[config.mk]
export PLATFORM = sky130hd
export DESIGN_NAME = alu_ctrl_issue
export DESIGN_NICKNAME = d
export VERILOG_FILES = /design/src/rtl/alu_ctrl_pkg.sv /design/src/rtl/alu_ctrl_decode.sv /design/src/rtl/alu_ctrl_issue.sv
export SDC_FILE = /design/constraint.sdc
export NUM_CORES = 1
export LEC_CHECK = 0
export BUFFER_PORTS_ARGS = -buffer_cell sky130_fd_sc_hd__buf_2
export CAP_MARGIN = 15
export CORE_AREA = 2 2 39 41
export CTS_BUF_LIST = sky130_fd_sc_hd__clkbuf_8
export DETAILED_ROUTE_END_ITERATION = 16
export DIE_AREA = 0 0 41 43
export PLACE_DENSITY = 0.67
export SLEW_MARGIN = 20
export SYNTH_ARGS = -nofsm -noshare
export SYNTH_HDL_FRONTEND = slang
export SYNTH_SLANG_ARGS = --single-unit
export TNS_END_PERCENT = 20
[constraint.sdc]
create_clock -name clk_i -period 3 [get_ports clk_i]
set_input_delay 0.15 -clock clk_i [delete_from_list [all_inputs] [get_ports clk_i]]
set_output_delay 0.15 -clock clk_i [all_outputs]
set_load 0.01 [all_outputs]
[src/rtl/alu_ctrl_pkg.sv]
// alu_ctrl_pkg: ALU control codes, ALUOp/funct7 encodings and issue FSM states
package alu_ctrl_pkg;
  localparam logic [2:0] ALU_AND  = 3'b000;
  localparam logic [2:0] ALU_XOR  = 3'b001;
  localparam logic [2:0] ALU_SLL  = 3'b010;
  localparam logic [2:0] ALU_ADD  = 3'b011;
  localparam logic [2:0] ALU_SUB  = 3'b100;
  localparam logic [2:0] ALU_MUL  = 3'b101;
  localparam logic [2:0] ALU_SRAI = 3'b110;
  localparam logic [2:0] ALU_NONE = 3'b111;
  localparam logic [1:0] ALUOP_LDST = 2'b00;
  localparam logic [1:0] ALUOP_BR   = 2'b01;
  localparam logic [1:0] ALUOP_R    = 2'b10;
  localparam logic [1:0] ALUOP_I    = 2'b11;
  localparam logic [6:0] F7_BASE   = 7'b0000000;
  localparam logic [6:0] F7_ALT    = 7'b0100000;
  localparam logic [6:0] F7_MULDIV = 7'b0000001;
  typedef enum logic [1:0] {ST_EMPTY, ST_FULL, ST_MUL_WAIT} state_e;
endpackage

[src/rtl/alu_ctrl_decode.sv]
// alu_ctrl_decode: combinational ALUOp/funct7/funct3 to ALU control code decode
module alu_ctrl_decode
  import alu_ctrl_pkg::*;
(
  input  logic [1:0] alu_op_i,
  input  logic [6:0] funct7_i,
  input  logic [2:0] funct3_i,
  output logic [2:0] code_o,
  output logic       is_mul_o,
  output logic       illegal_o
);
  logic [2:0] r_code, i_code;
  always_comb begin
    r_code = funct7_i == F7_BASE ?
               (funct3_i == 3'b111 ? ALU_AND :
                funct3_i == 3'b100 ? ALU_XOR :
                funct3_i == 3'b001 ? ALU_SLL :
                funct3_i == 3'b000 ? ALU_ADD : ALU_NONE) :
             funct7_i == F7_ALT && funct3_i == 3'b000 ? ALU_SUB :
             funct7_i == F7_MULDIV && funct3_i == 3'b000 ? ALU_MUL : ALU_NONE;
    i_code = funct3_i == 3'b000 ? ALU_ADD :
             funct3_i == 3'b101 && funct7_i == F7_ALT ? ALU_SRAI : ALU_NONE;
    code_o = alu_op_i == ALUOP_LDST ? ALU_ADD :
             alu_op_i == ALUOP_BR   ? ALU_SUB :
             alu_op_i == ALUOP_R    ? r_code : i_code;
    is_mul_o  = code_o == ALU_MUL;
    illegal_o = code_o == ALU_NONE;
  end
endmodule

[src/rtl/alu_ctrl_issue.sv]
// alu_ctrl_issue: ALU control decode and ID/EX issue stage with MUL settle stall; ALU_CTRL_ILLEGAL_TRAP_EN traps illegal decodes
module alu_ctrl_issue
  import alu_ctrl_pkg::*;
#(
  parameter int MUL_LAT = 3
) (
  input  logic       clk_i,
  input  logic       rst_i,
  input  logic       in_valid_i,
  output logic       in_ready_o,
  input  logic [1:0] ALUOp_i,
  input  logic [6:0] funct7_i,
  input  logic [2:0] funct3_i,
  output logic       out_valid_o,
  input  logic       out_ready_i,
  output logic [2:0] ALU_Control_o,
  output logic       mul_busy_o
`ifdef ALU_CTRL_ILLEGAL_TRAP_EN
  ,
  output logic       illegal_o
`endif
);
  localparam int CW = $clog2(MUL_LAT + 1);
  state_e        state_q, state_d;
  logic [2:0]    code_q, code_d;
  logic [CW-1:0] cnt_q, cnt_d;
  logic [2:0]    dec_code;
  logic          dec_is_mul, dec_illegal, accept, drop;
  alu_ctrl_decode u_dec (
    .alu_op_i (ALUOp_i),
    .funct7_i (funct7_i),
    .funct3_i (funct3_i),
    .code_o   (dec_code),
    .is_mul_o (dec_is_mul),
    .illegal_o(dec_illegal)
  );
  assign in_ready_o    = state_q == ST_EMPTY || (state_q == ST_FULL && out_ready_i);
  assign accept        = in_valid_i && in_ready_o;
  assign out_valid_o   = state_q == ST_FULL;
  assign mul_busy_o    = state_q == ST_MUL_WAIT;
  assign ALU_Control_o = code_q;
`ifdef ALU_CTRL_ILLEGAL_TRAP_EN
  logic illegal_q, illegal_d;
  assign drop      = dec_illegal;
  assign illegal_o = illegal_q;
  always_comb illegal_d = accept && dec_illegal;
  always_ff @(posedge clk_i) illegal_q <= rst_i ? 1'b0 : illegal_d;
`else
  assign drop = 1'b0 & dec_illegal;
`endif
  always_comb begin
    state_d = state_q;
    code_d  = code_q;
    cnt_d   = cnt_q;
    if (state_q == ST_MUL_WAIT) begin
      cnt_d   = cnt_q - CW'(1);
      state_d = cnt_q == CW'(1) ? ST_FULL : ST_MUL_WAIT;
    end
    if (state_q == ST_FULL && out_ready_i) state_d = ST_EMPTY;
    if (accept && !drop) begin
      code_d  = dec_code;
      state_d = dec_is_mul && MUL_LAT > 1 ? ST_MUL_WAIT : ST_FULL;
      cnt_d   = dec_is_mul ? CW'(MUL_LAT - 1) : cnt_q;
    end
  end
  always_ff @(posedge clk_i) begin
    if (rst_i) begin
      state_q <= ST_EMPTY;
      code_q  <= ALU_AND;
      cnt_q   <= '0;
    end else begin
      state_q <= state_d;
      code_q  <= code_d;
      cnt_q   <= cnt_d;
    end
  end
endmodule

==> results.cfg <==
[outcome]
status = complete, no violations

[power_and_ir_drop]
clockPowerShare_pct = 46.6
total_leakage_power_uw = 0.000264
internal_power_uw = 207
vdd_drop_max_mv = 0.232
p_per_area_mw_per_mm2 = 412
seqPwrFrac_pct = 36.4
p_sw_uw = 66.5
power_frac_comb_pct = 17.0
switching_share_pct = 24.3

[floorplan]
initial_utilization_pct = 36.8
die_h_microns = 43
rows = 14
die-width_microns = 41
fp.coreArea_sq_mm = 0.00138
ios = 22
die-area_sq_mm = 0.00176

[critical_path]
rr_endpoint = ALU_Control_o[0]
path_buf_inv = 1
cp-end-kind = flip-flop
crit_chain = buf_2 -> or4_1 -> nor3_1 -> o21ai_2 -> or3_1 -> a21oi_1
cp.arrival_ns = 1.63
startpoint_type = input port
r2r-start = state_q[0]
cp.required_ns = 3.15
rrSetupSlack_ns = 1.58
cp_slowest_cell = or4_1
crit_family = simple AND/OR/NAND/NOR gates
rr_worst_depth = 4
slowest_delay_ns = 0.53
worst-path-max-fanout = 4
path_class = in2reg

[placement]
dp.cells = 101
io_buffers = 21
gp_congestion = 0.666
dpl.hpwl_microns = 889

[sta]
fin_tns_setup_ns = 0
fin_crit_sh_pct = 49.3
whs_ns = 0.184
relSlewSlack_pct = 62.4
clock_skew_ns = 0.00209
period_needed_ns = 1.48
fmax_mhz = 676
hold_viol_final = 0
rsz0062_at_grt = false
tightest_slew_ns = 0.561
slew_violations = 0
setup_viol = 0

[clocking]
clkLatencyLatePin_ns = 0.22
cts.htree.levels = 1
root_buffer = clkbuf_8
cts_setup_buffers = 0
holdBufCountCts = 0
ctsResizeCount = 0
cts_max_path_buffers = 2
cts_sinks = 7
cts_buffers = 3
cts_tree = built
path_clk_slew_ns = 0.04

[worst_hold_path]
whs_path_depth = 2
hold-path-endpoint = cnt_q[0]
min_from = rst_i
hold_path.class = in2reg

[run]
cap_viol_max_count = 0

[logic_synthesis]
synth_xor_area_share_pct = 1.72
synth_mux_area_share_pct = 0
synth_fp_nets = 83
synth_seq_cells = 7
ys_seq_area_share_pct = 27.5
yosys_warnings = 0
post_synth.cell_area_avg_sq_um = 7.72
synth_compound_area_share_pct = 30.0
synth_cells = 66
synth_simple_gate_area_share_pct = 32.4
yosys.area_share.adder_pct = 2.46
synth_top_family_by_area = simple AND/OR/NAND/NOR gates
synth_cell_type_count = 33
syn-cell-area_sq_um = 509

[detailed_routing]
avgRoutedWirePerCell_microns = 10.7
top_layer_used = met3
num_vias = 557
antenna_left = 0
wl_met2_microns = 554
drt-met1-wl_microns = 522
wirelength_microns = 1120
drc_errors = 0
viasPerCell = 5.30
met3_length_microns = 43
drt-initial-drc-count = 1
drt_pass1_iterations = 4

[layout]
drive_above_1_share_pct = 31.5
nNetsFinal = 107
final_cell_mix = buf_2, a21oi_1, dfxtp_1, nor2_1, inv_1
n_antenna_cell = 0
n_fill_cell = 152
final_common_cell = buf_2
areaGrowthSynthToFinish_pct = 30.5
fin_cells = 105

[grt]
grt_pass1_wl_microns = 1770
grt_pass1_vias = 480
grt_max_degree = 9
globalRouteTotalUtil_pct = 14.7
antenna_found_initial = 0
gr-total-overflow = 0
power by group through the flow:
stage / Clock (uW) / Sequential [uW] / Combinational, uW
after global placement: 0 / 101 / 46.0
after CTS: 132 / 99.7 / 46.6
final: 127 / 99.7 / 46.6
after detailed placement: 0 / 101 / 46.4
after global routing: 137 / 100 / 52.2
after floorplan: 0 / 103 / 24.0
through the flow:
stage	area [sq um]	worst slack (ns)	total power [uW]	util [%]
finish	664	1.52	274	48.0
global route	664	1.35	290	48.0
detailed placement	619	1.31	148	44.8
global placement	619	1.33	147	44.8
floorplan	509	1.47	127	-
CTS	664	1.50	278	48.0
cell type report:
class | instances | area (sq um) | share of cell area, %
clock inverters | 1 | 3.75 | 0.565
multi-input cells | 53 | 339 | 51.0
well taps | 16 | 20.0 | 3.01
inverters | 4 | 15.0 | 2.26
repair buffers | 21 | 105 | 15.8
flip-flops and latches | 7 | 140 | 21.1
clock buffers | 3 | 41.3 | 6.21
worst register-to-register path: stages (launching register included):
cell and delay, ns:
dfxtp_1 0.36, inv_1 0.10, o211ai_1 0.49, nor2_1 0.09
a32o_1 0.27
worst max path at each step:
stage / end / from / slack, ns / cells after the start
after global placement: state_q[1] / funct7_i[6] / 1.33 / 6
after floorplan: cnt_q[1] / funct7_i[6] / 1.47 / 5
after CTS: cnt_q[1] / funct7_i[6] / 1.50 / 6
final: cnt_q[1] / funct7_i[6] / 1.52 / 6
after global routing: ALU_Control_o[2] / state_q[0] / 1.35 / 5
after detailed placement: state_q[1] / funct7_i[6] / 1.31 / 6
cell usage after synthesis:
cell / n / area (sq um)
or4b_1: 1 / 10.0
o22ai_1: 1 / 6.26
nand2_1: 2 / 7.51
or3b_2: 1 / 8.76
or3_1: 2 / 12.5
buf_1: 1 / 3.75
a21o_1: 2 / 15.0
o31a_1: 1 / 8.76
o311ai_1: 1 / 8.76
inv_1: 4 / 15.0
nor3_1: 4 / 20.0
buf_6: 1 / 11.3
a32o_1: 1 / 10.0
o21ai_2: 1 / 8.76
o211ai_1: 1 / 7.51
a211oi_1: 1 / 7.51
xnor2_1: 1 / 8.76
a21oi_2: 1 / 8.76
dfxtp_1: 7 / 140
nor2_1: 6 / 22.5
or4b_4: 1 / 13.8
nand2b_1: 3 / 18.8
nor4_1: 2 / 12.5
ha_1: 1 / 12.5
nand4b_1: 1 / 8.76
a21oi_1: 10 / 50.1
o21ai_0: 1 / 5.00
nand4_1: 1 / 6.26
a2111oi_0: 1 / 8.76
nor2b_1: 1 / 6.26
nand3_1: 2 / 10.0
o21a_1: 1 / 7.51
or4_1: 1 / 7.51
layer usage:
| metal | GRT usage [%] | vias up |
|---|---|---|
| met2 | 21.9 | 12 |
| met5 | 0 | - |
| met1 | 17.7 | 248 |
| met4 | 8.00 | 0 |
| met3 | 4.71 | 0 |
| li1 | - | 297 |
cells by family (layout without fill, tap and decap cells):
kind of cell	count (synthesis)	after routing
adder cells (fa/ha/maj)	1	1
XOR/XNOR	1	1
buffers and inverters	6	29
AND/OR/NAND/NOR	28	28
flip-flops	7	7
AO/OA/AOI/OAI	23	23
flip-flops by register name, indices dropped and copies added, names as in the netlist:
signal,count
ALU_Control_o,3
cnt_q,2
state_q,2
(Power assumes the default switching activity.)
